==> config.mk <==
export PLATFORM = sky130hd
export DESIGN_NAME = cam_match_encoder
export DESIGN_NICKNAME = d
export VERILOG_FILES = /design/src/rtl/cam_pkg.sv /design/src/rtl/cam_lsb_prio_enc.sv /design/src/rtl/cam_match_encoder.sv
export SDC_FILE = /design/constraint.sdc
export NUM_CORES = 1
export LEC_CHECK = 0
export ABC_CLOCK_PERIOD_IN_PS = 4900
export BUFFER_PORTS_ARGS = -buffer_cell sky130_fd_sc_hd__buf_2
export CAP_MARGIN = 10
export CORE_MARGIN = 2
export CORE_UTILIZATION = 62
export DETAILED_ROUTE_END_ITERATION = 10
export PLACE_DENSITY = 0.81
export SETUP_SLACK_MARGIN = 0.02
export SLEW_MARGIN = 25
export SYNTH_ARGS = -nofsm -noshare
export SYNTH_HDL_FRONTEND = slang
export SYNTH_SLANG_ARGS = --single-unit
==> constraint.sdc <==
create_clock -name clk -period 4.9 [get_ports clk]
set_input_delay 0.735 -clock clk [delete_from_list [all_inputs] [get_ports clk]]
set_output_delay 0.735 -clock clk [all_outputs]
set_load 0.05 [all_outputs]
==> src/rtl/cam_pkg.sv <==
// Shared constants, types and helpers for the CAM match-line encoder.
package cam_pkg;

  localparam int ENTRIES_DEF = 32;
  localparam int IDX_W_DEF   = $clog2(ENTRIES_DEF);
  localparam int CNT_W_DEF   = $clog2(ENTRIES_DEF) + 1;

  // Widest match vector the popcount helper supports; narrower vectors are zero-extended.
  localparam int POP_MAX_W   = 1024;

  typedef logic [ENTRIES_DEF-1:0] match_vec_t;
  typedef logic [IDX_W_DEF-1:0]   cam_idx_t;

  typedef enum logic {
    IDLE = 1'b0,
    EMIT = 1'b1
  } enc_state_e;

  function automatic int unsigned popcount(input logic [POP_MAX_W-1:0] v);
    int unsigned n;
    n = 0;
    for (int i = 0; i < POP_MAX_W; i++) begin
      if (v[i]) n++;
    end
    return n;
  endfunction

endpackage

==> src/rtl/cam_lsb_prio_enc.sv <==
// Lowest-set-bit priority encoder: index of the lowest set bit, any-set flag,
// and the input with that bit cleared.
module cam_lsb_prio_enc #(
  parameter int WIDTH = 32,
  parameter int IDX_W = $clog2(WIDTH)
) (
  input  logic [WIDTH-1:0] vec,
  output logic [IDX_W-1:0] idx,
  output logic             any,
  output logic [WIDTH-1:0] rest
);

  // Scanning from the top down lets the lowest set bit win the last assignment.
  always_comb begin
    idx = '0;
    for (int i = WIDTH - 1; i >= 0; i--) begin
      if (vec[i]) idx = IDX_W'(i);
    end
  end

  assign any  = |vec;
  assign rest = vec & (vec - WIDTH'(1));

endmodule

==> src/rtl/cam_match_encoder.sv <==
// Converts a captured CAM match vector into its matching entry indices,
// emitted in ascending order, one per output handshake.
module cam_match_encoder
  import cam_pkg::*;
#(
  parameter int ENTRIES = ENTRIES_DEF,
  parameter int IDX_W   = $clog2(ENTRIES),
  parameter int CNT_W   = $clog2(ENTRIES) + 1
) (
  input  logic               clk,
  input  logic               rst,
  input  logic [ENTRIES-1:0] match_i,
  input  logic               match_valid_i,
  output logic               match_ready_o,
  input  logic               flush_i,
  output logic [IDX_W-1:0]   idx_o,
  output logic               idx_valid_o,
  input  logic               idx_ready_i,
  output logic               miss_o,
  output logic               last_o,
  output logic [CNT_W-1:0]   count_o
);

  // Handshakes: a transfer happens on a rising edge where valid && ready are both high.
  // A producer holding valid keeps its payload stable until that edge; ready may
  // depend on state only, never on the partner's valid.

  enc_state_e         state_q, state_n;
  logic [ENTRIES-1:0] pending_q, pending_n;
  logic [IDX_W-1:0]   idx_q, idx_n;
  logic               valid_q, valid_n;
  logic               miss_q, miss_n;
  logic               last_q, last_n;
  logic [CNT_W-1:0]   count_q, count_n;

  logic [ENTRIES-1:0] enc_vec;
  logic [IDX_W-1:0]   enc_idx;
  logic               enc_any;
  logic [ENTRIES-1:0] enc_rest;
  logic               out_accept;

  // One encoder serves both the fresh vector and the remaining hits.
  assign enc_vec = (state_q == IDLE) ? match_i : pending_q;

  cam_lsb_prio_enc #(
    .WIDTH (ENTRIES),
    .IDX_W (IDX_W)
  ) u_prio_enc (
    .vec  (enc_vec),
    .idx  (enc_idx),
    .any  (enc_any),
    .rest (enc_rest)
  );

  assign out_accept = valid_q && idx_ready_i;

  always_comb begin
    state_n   = state_q;
    pending_n = pending_q;
    idx_n     = idx_q;
    valid_n   = valid_q;
    miss_n    = miss_q;
    last_n    = last_q;
    count_n   = count_q;

    if (flush_i) begin
      state_n   = IDLE;
      valid_n   = 1'b0;
      pending_n = '0;
      miss_n    = 1'b0;
      last_n    = 1'b0;
    end else begin
      unique case (state_q)
        IDLE: begin
          if (match_valid_i) begin
            state_n = EMIT;
            valid_n = 1'b1;
            count_n = CNT_W'(popcount(POP_MAX_W'(match_i)));
            if (!enc_any) begin
              miss_n    = 1'b1;
              last_n    = 1'b1;
              idx_n     = '0;
              pending_n = '0;
            end else begin
              miss_n    = 1'b0;
              idx_n     = enc_idx;
              pending_n = enc_rest;
              last_n    = (enc_rest == '0);
            end
          end
        end
        EMIT: begin
          if (out_accept) begin
            if (last_q) begin
              state_n = IDLE;
              valid_n = 1'b0;
              miss_n  = 1'b0;
              last_n  = 1'b0;
            end else begin
              idx_n     = enc_idx;
              pending_n = enc_rest;
              last_n    = (enc_rest == '0);
            end
          end
        end
        default: state_n = IDLE;
      endcase
    end
  end

  always_ff @(posedge clk or posedge rst) begin
    if (rst) begin
      state_q   <= IDLE;
      pending_q <= '0;
      idx_q     <= '0;
      valid_q   <= 1'b0;
      miss_q    <= 1'b0;
      last_q    <= 1'b0;
      count_q   <= '0;
    end else begin
      state_q   <= state_n;
      pending_q <= pending_n;
      idx_q     <= idx_n;
      valid_q   <= valid_n;
      miss_q    <= miss_n;
      last_q    <= last_n;
      count_q   <= count_n;
    end
  end

  assign match_ready_o = (state_q == IDLE);
  assign idx_o         = idx_q;
  assign idx_valid_o   = valid_q;
  assign miss_o        = miss_q;
  assign last_o        = last_q;
  assign count_o       = count_q;

  // A stalled beat must present the same payload on the next cycle.
  a_hold_stable: assert property (@(posedge clk) disable iff (rst)
    (valid_q && !idx_ready_i && !flush_i) |=> (valid_q && $stable(idx_q) && $stable(last_q)
                                               && $stable(miss_q) && $stable(count_q)));

  a_valid_only_in_emit: assert property (@(posedge clk) disable iff (rst)
    valid_q |-> (state_q == EMIT));

endmodule

==> results of run 1 <==
## layer usage
metal  overflow  track usage (%)
met1          1            65.64
met2         15            93.29
met3          2            41.73
met4         12            74.85
met5          0            8.088
## repair_timing
| item | in CTS |
|---|---|
| pin swaps | 58 |
| buffers inserted | 32 |
| endpoints found under the setup margin | 6 |
| resized for setup | 46 |
## logic make-up after synthesis
logic type / synth area share, %
AND/OR/NAND/NOR: 21.75
AO/OA/AOI/OAI: 26.01
XOR/XNOR: 21.37
buffers and inverters: 4.818
multiplexers: 6.449
flip-flops: 13.90
adder cells (fa/ha/maj): 5.709
## stage by stage
step	setup WS [ns]	hold WS, ns
2_1_floorplan	-9.644	0.4444
3_3_place_gp	-9.754	0.4570
3_5_place_dp	-10.47	0.4718
4_1_cts	-9.765	0.4875
## cells in the mapped netlist (6+ instances only)
cell type,count
xnor2_1,80
inv_1,45
nor4_1,8
maj3_1,6
nor2b_1,11
nor3_1,21
and2_1,9
and3_1,13
o211ai_1,21
a21oi_1,56
a22o_1,12
a21o_1,7
a32o_1,10
mux2i_1,35
clkbuf_1,46
xor2_1,44
ha_1,33
or3_1,11
nand3_1,32
xnor3_1,18
o31ai_1,18
nand4_1,16
o22ai_1,7
o21ai_0,76
or2_2,9
nor2_1,79
dfrtp_1,46
a211oi_1,6
nand2b_1,9
nor4b_1,6
a31o_2,7
mux2_2,15
a31oi_1,20
o31a_1,8
nand2_1,120
==> flow_summary.toml, run 1 <==
[synthesis]
synth_flop_cell = "dfrtp_1"
ys_warn_count = 0
netlist_instances = 1074
synth_top_area_cell = "dfrtp_1"
synth.avg_cell_area_um2 = 7.713
mappedNetlistNets = 1144
yosysSeqAreaShare_pct = 13.90
async_reset_ff_share_pct = 100.0
synth_edf_count = 0
ys_ff_latch = 46
synthDistinctLibCells = 87
synth_area_mm2 = 0.008284
synthTopCellsByArea = "dfrtp_1, xnor2_1, nand2_1"
synth_top_cell_area_share_pct = 13.90

[place]
routabilityCongestion = 0.9053
post-place-cells = 1550
dpl.hpwl_um = 20910
port_buffers = 51
place_area_mm2 = 0.01124

[clock_tree]
cts_root_buffer = "clkbuf_16"
cts.path.max_buffers = 2
clock_sinks = 46
hold_buffers = 0
cts_buffers = 5
h-tree-depth = 2

[timing]
worst-ep-kind = "sequential cell input"
worst_endpoint = "count_o[5]$_DFFE_PP0P_/D"

[run_status]
lastStage = "global routing (5_1_grt)"
error_line = "[ERROR GRT-0232] Routing congestion too high. Check the congestion heatmap in the GUI."
status = "did not finish"

[die]
pin_count = 52
die_h_um = 119.6
start_util_pct = 63.06
die_w_um = 119.6
rows = 42

[grt]
overflow = 30
grt_max_degree = 74
grt_usage_pct = 68.07
==> run 2, diff against run 1 <==
Settings changed: CORE_UTILIZATION 62 to 40, PLACE_DENSITY 0.81 to unset, PLACE_DENSITY_LB_ADDON set to 0.15, SETUP_SLACK_MARGIN 0.02 to unset.
==> flow_summary.toml, run 2 <==
[setup_path]
worstPathMaxFanout = 4
cpPeakStageDelay_ns = 0.33
critPathSlowestCell = "ha_1"
critPathArrivalTime_ns = 14.70
critPathCaptureType = "flip-flop"
startpoint_type = "primary input"
reg2reg_slack_ns = 0.54
path_class = "in2reg"
path_common_cell = "ha_4"
critPathRequiredTime_ns = 5.06

[detailed_routing]
vias = 9151
drt_iter0_markers = 583
routed_via_density = 5.424
first_pass_iters = 5
ant_nets = 0
drc_errors = 0
wl_per_cell_um = 14.87
wl_um = 25090

[layout]
nets = 1486
fin_area_mm2 = 0.01214
largest_reg_flops = 31
final_cell_mix = "buf_4, nand2_1, nor2_1"
diodes = 0
drive_above_1_share_pct = 37.90
layout_commonest_cell = "buf_4"
area_growth_pct = 46.52
num-fill-cells = 1919
largest_register = "pending_q"

[flow_run]
max_cap_viol_count = 0

[run_status]
violations = "negative setup slack"
status = "finished, violations left"

[timing]
grt_setup_unrepaired = "yes"
setup_viol = 6
period_share_pct = 296.7
maxSlewViolCount = 0
slew_headroom_pct = 42.08
report.final.hold_viol_count = 0
fin_skew_ns = 0.006358
worst_slack_ns = -9.640
holdWs_ns = 0.4728
layout_min_cycle_time_ns = 14.54
fmax_mhz = 68.78
worst_pin_slew_ns = 0.8656

[synthesis]
synth_commonest_cells = "nand2_1, xnor2_1, nor2_1"
netlist_instances = 1074
synth_top_cell_area_share_pct = 13.90
synth_flop_cell = "dfrtp_1"
synthDistinctLibCells = 87
synth_area_mm2 = 0.008284
synth_edf_count = 0
yosysSeqAreaShare_pct = 13.90
ys_ff_latch = 46
async_reset_ff_share_pct = 100.0
synthTopCellsByArea = "dfrtp_1, xnor2_1, nand2_1"
synth.avg_cell_area_um2 = 7.713
mappedNetlistNets = 1144
synth_top_area_cell = "dfrtp_1"
ys_warn_count = 0
synth.most_common_cell = "nand2_1"

[clock_tree]
hold_buffers = 0
cts.path.max_buffers = 2
h-tree-depth = 2
clock_latency_ns = 0.29
cts_buffers = 5
clkTransAtPathRegs_ns = 0.07
cts_tree = "done"
clock_sinks = 46
cts_root_buffer = "clkbuf_16"

[grt]
grt_use_met2_pct = 42.65
antenna_found_initial = 0
use_met3_pct = 1.296
grt_pass1_vias = 8903
grt_pass1_wl_um = 41470
grt_max_degree = 47
grt_usage_pct = 22.47
met1_usage_pct = 28.96
grt_busiest_layer = "met2"
overflow = 0

[die]
start_util_pct = 40.81
die_w_um = 147.9
core-area_mm2 = 0.02030
die_h_um = 147.9
pin_count = 52
rows = 52
dieArea_mm2 = 0.02188

[place]
place_area_mm2 = 0.01141
port_buffers = 51
routabilityCongestion = 0.8166
dpl.hpwl_um = 20020

[hold_path]
hold_path.class = "reg2reg"
-- run 2: cell counts after synthesis --
No cell type changed its count.
-- run 2: area by class of cell --
cell class | instances | area (um^2) | share of cell area [%]
Tap cell | 270 | 337.8 | 2.783
Sequential cell | 46 | 1152 | 9.494
Clock buffer | 6 | 128.9 | 1.062
Inverter | 45 | 187.7 | 1.546
Timing Repair Buffer | 391 | 2836 | 23.37
Clock inverter | 2 | 13.76 | 0.1134
Multi-Input combinational cell | 927 | 7481 | 61.63
-- run 2: path summary, 6_finish.rpt --
kind                                         from                     end  depth (start not counted)
setup reg to reg                state_q$_DFF_PP0_      last_o$_DFFE_PP0P_                         12
min in group asynchronous                     rst    idx_o[1]$_DFFE_PP0P_                          2
setup / recovery                       match_i[0]  count_o[4]$_DFFE_PP0P_                         88
hold / removal             count_o[0]$_DFFE_PP0P_  count_o[0]$_DFFE_PP0P_                          2
hold reg to reg            count_o[0]$_DFFE_PP0P_  count_o[0]$_DFFE_PP0P_                          2
max in group asynchronous                     rst       state_q$_DFF_PP0_                          2
-- run 2: what timing repair did --
action                     4_1_cts  5_1_grt
pin swaps                       29       41
setup buffers                   15       13
gates resized for setup         34       43
setup endpoints to repair        6        6
-- run 2: critical path: cells and delay by family --
kind            cells  cell delay (ns)
xor+xnor           13             1.97
buf+inv             5             0.32
compound gates     25             2.93
mux                11             2.57
fa+ha+maj          17             4.48
simple gates       17             1.77
-- run 2: metal layers --
layer  part of all wire, %  up-vias  wire length, um
met2                    52       97            13030
met5                     0        -                0
met3                   1.8       16              453
met1                    46     4391            11480
met4                  0.52        0              130
li1                      -     4647                -
-- run 2: cells by family (layout without fill, tap and decap cells) --
| family | after synthesis | count (layout) | synth area share [%] |
|---|---|---|---|
| DFF | 46 | 46 | 13.90 |
| adders and majority gates | 39 | 39 | 5.709 |
| buffers and inverters | 101 | 444 | 4.818 |
| AOI/OAI and AO/OA | 314 | 314 | 26.01 |
| and+or+nand+nor | 368 | 368 | 21.75 |
| xor gates and xnor gates | 155 | 155 | 21.37 |
| muxes | 51 | 51 | 6.449 |
-- run 2: through the flow --
step	setup WS, ns	setup TNS (ns)	instances	utilization (%)
final	-9.640	-48.78	1687	59.79
after global routing	-10.37	-52.77	1687	59.79
after CTS	-9.533	-48.18	1675	58.29
after detailed placement	-10.07	-51.80	1652	56.21
after global placement	-9.829	-50.63	1652	56.21
after floorplan	-9.644	-47.85	1074	-
Power of run 2 is left out: the tool's default activity adds up to more than one toggle a clock period on the data nets, which glitch-free logic cannot reach.
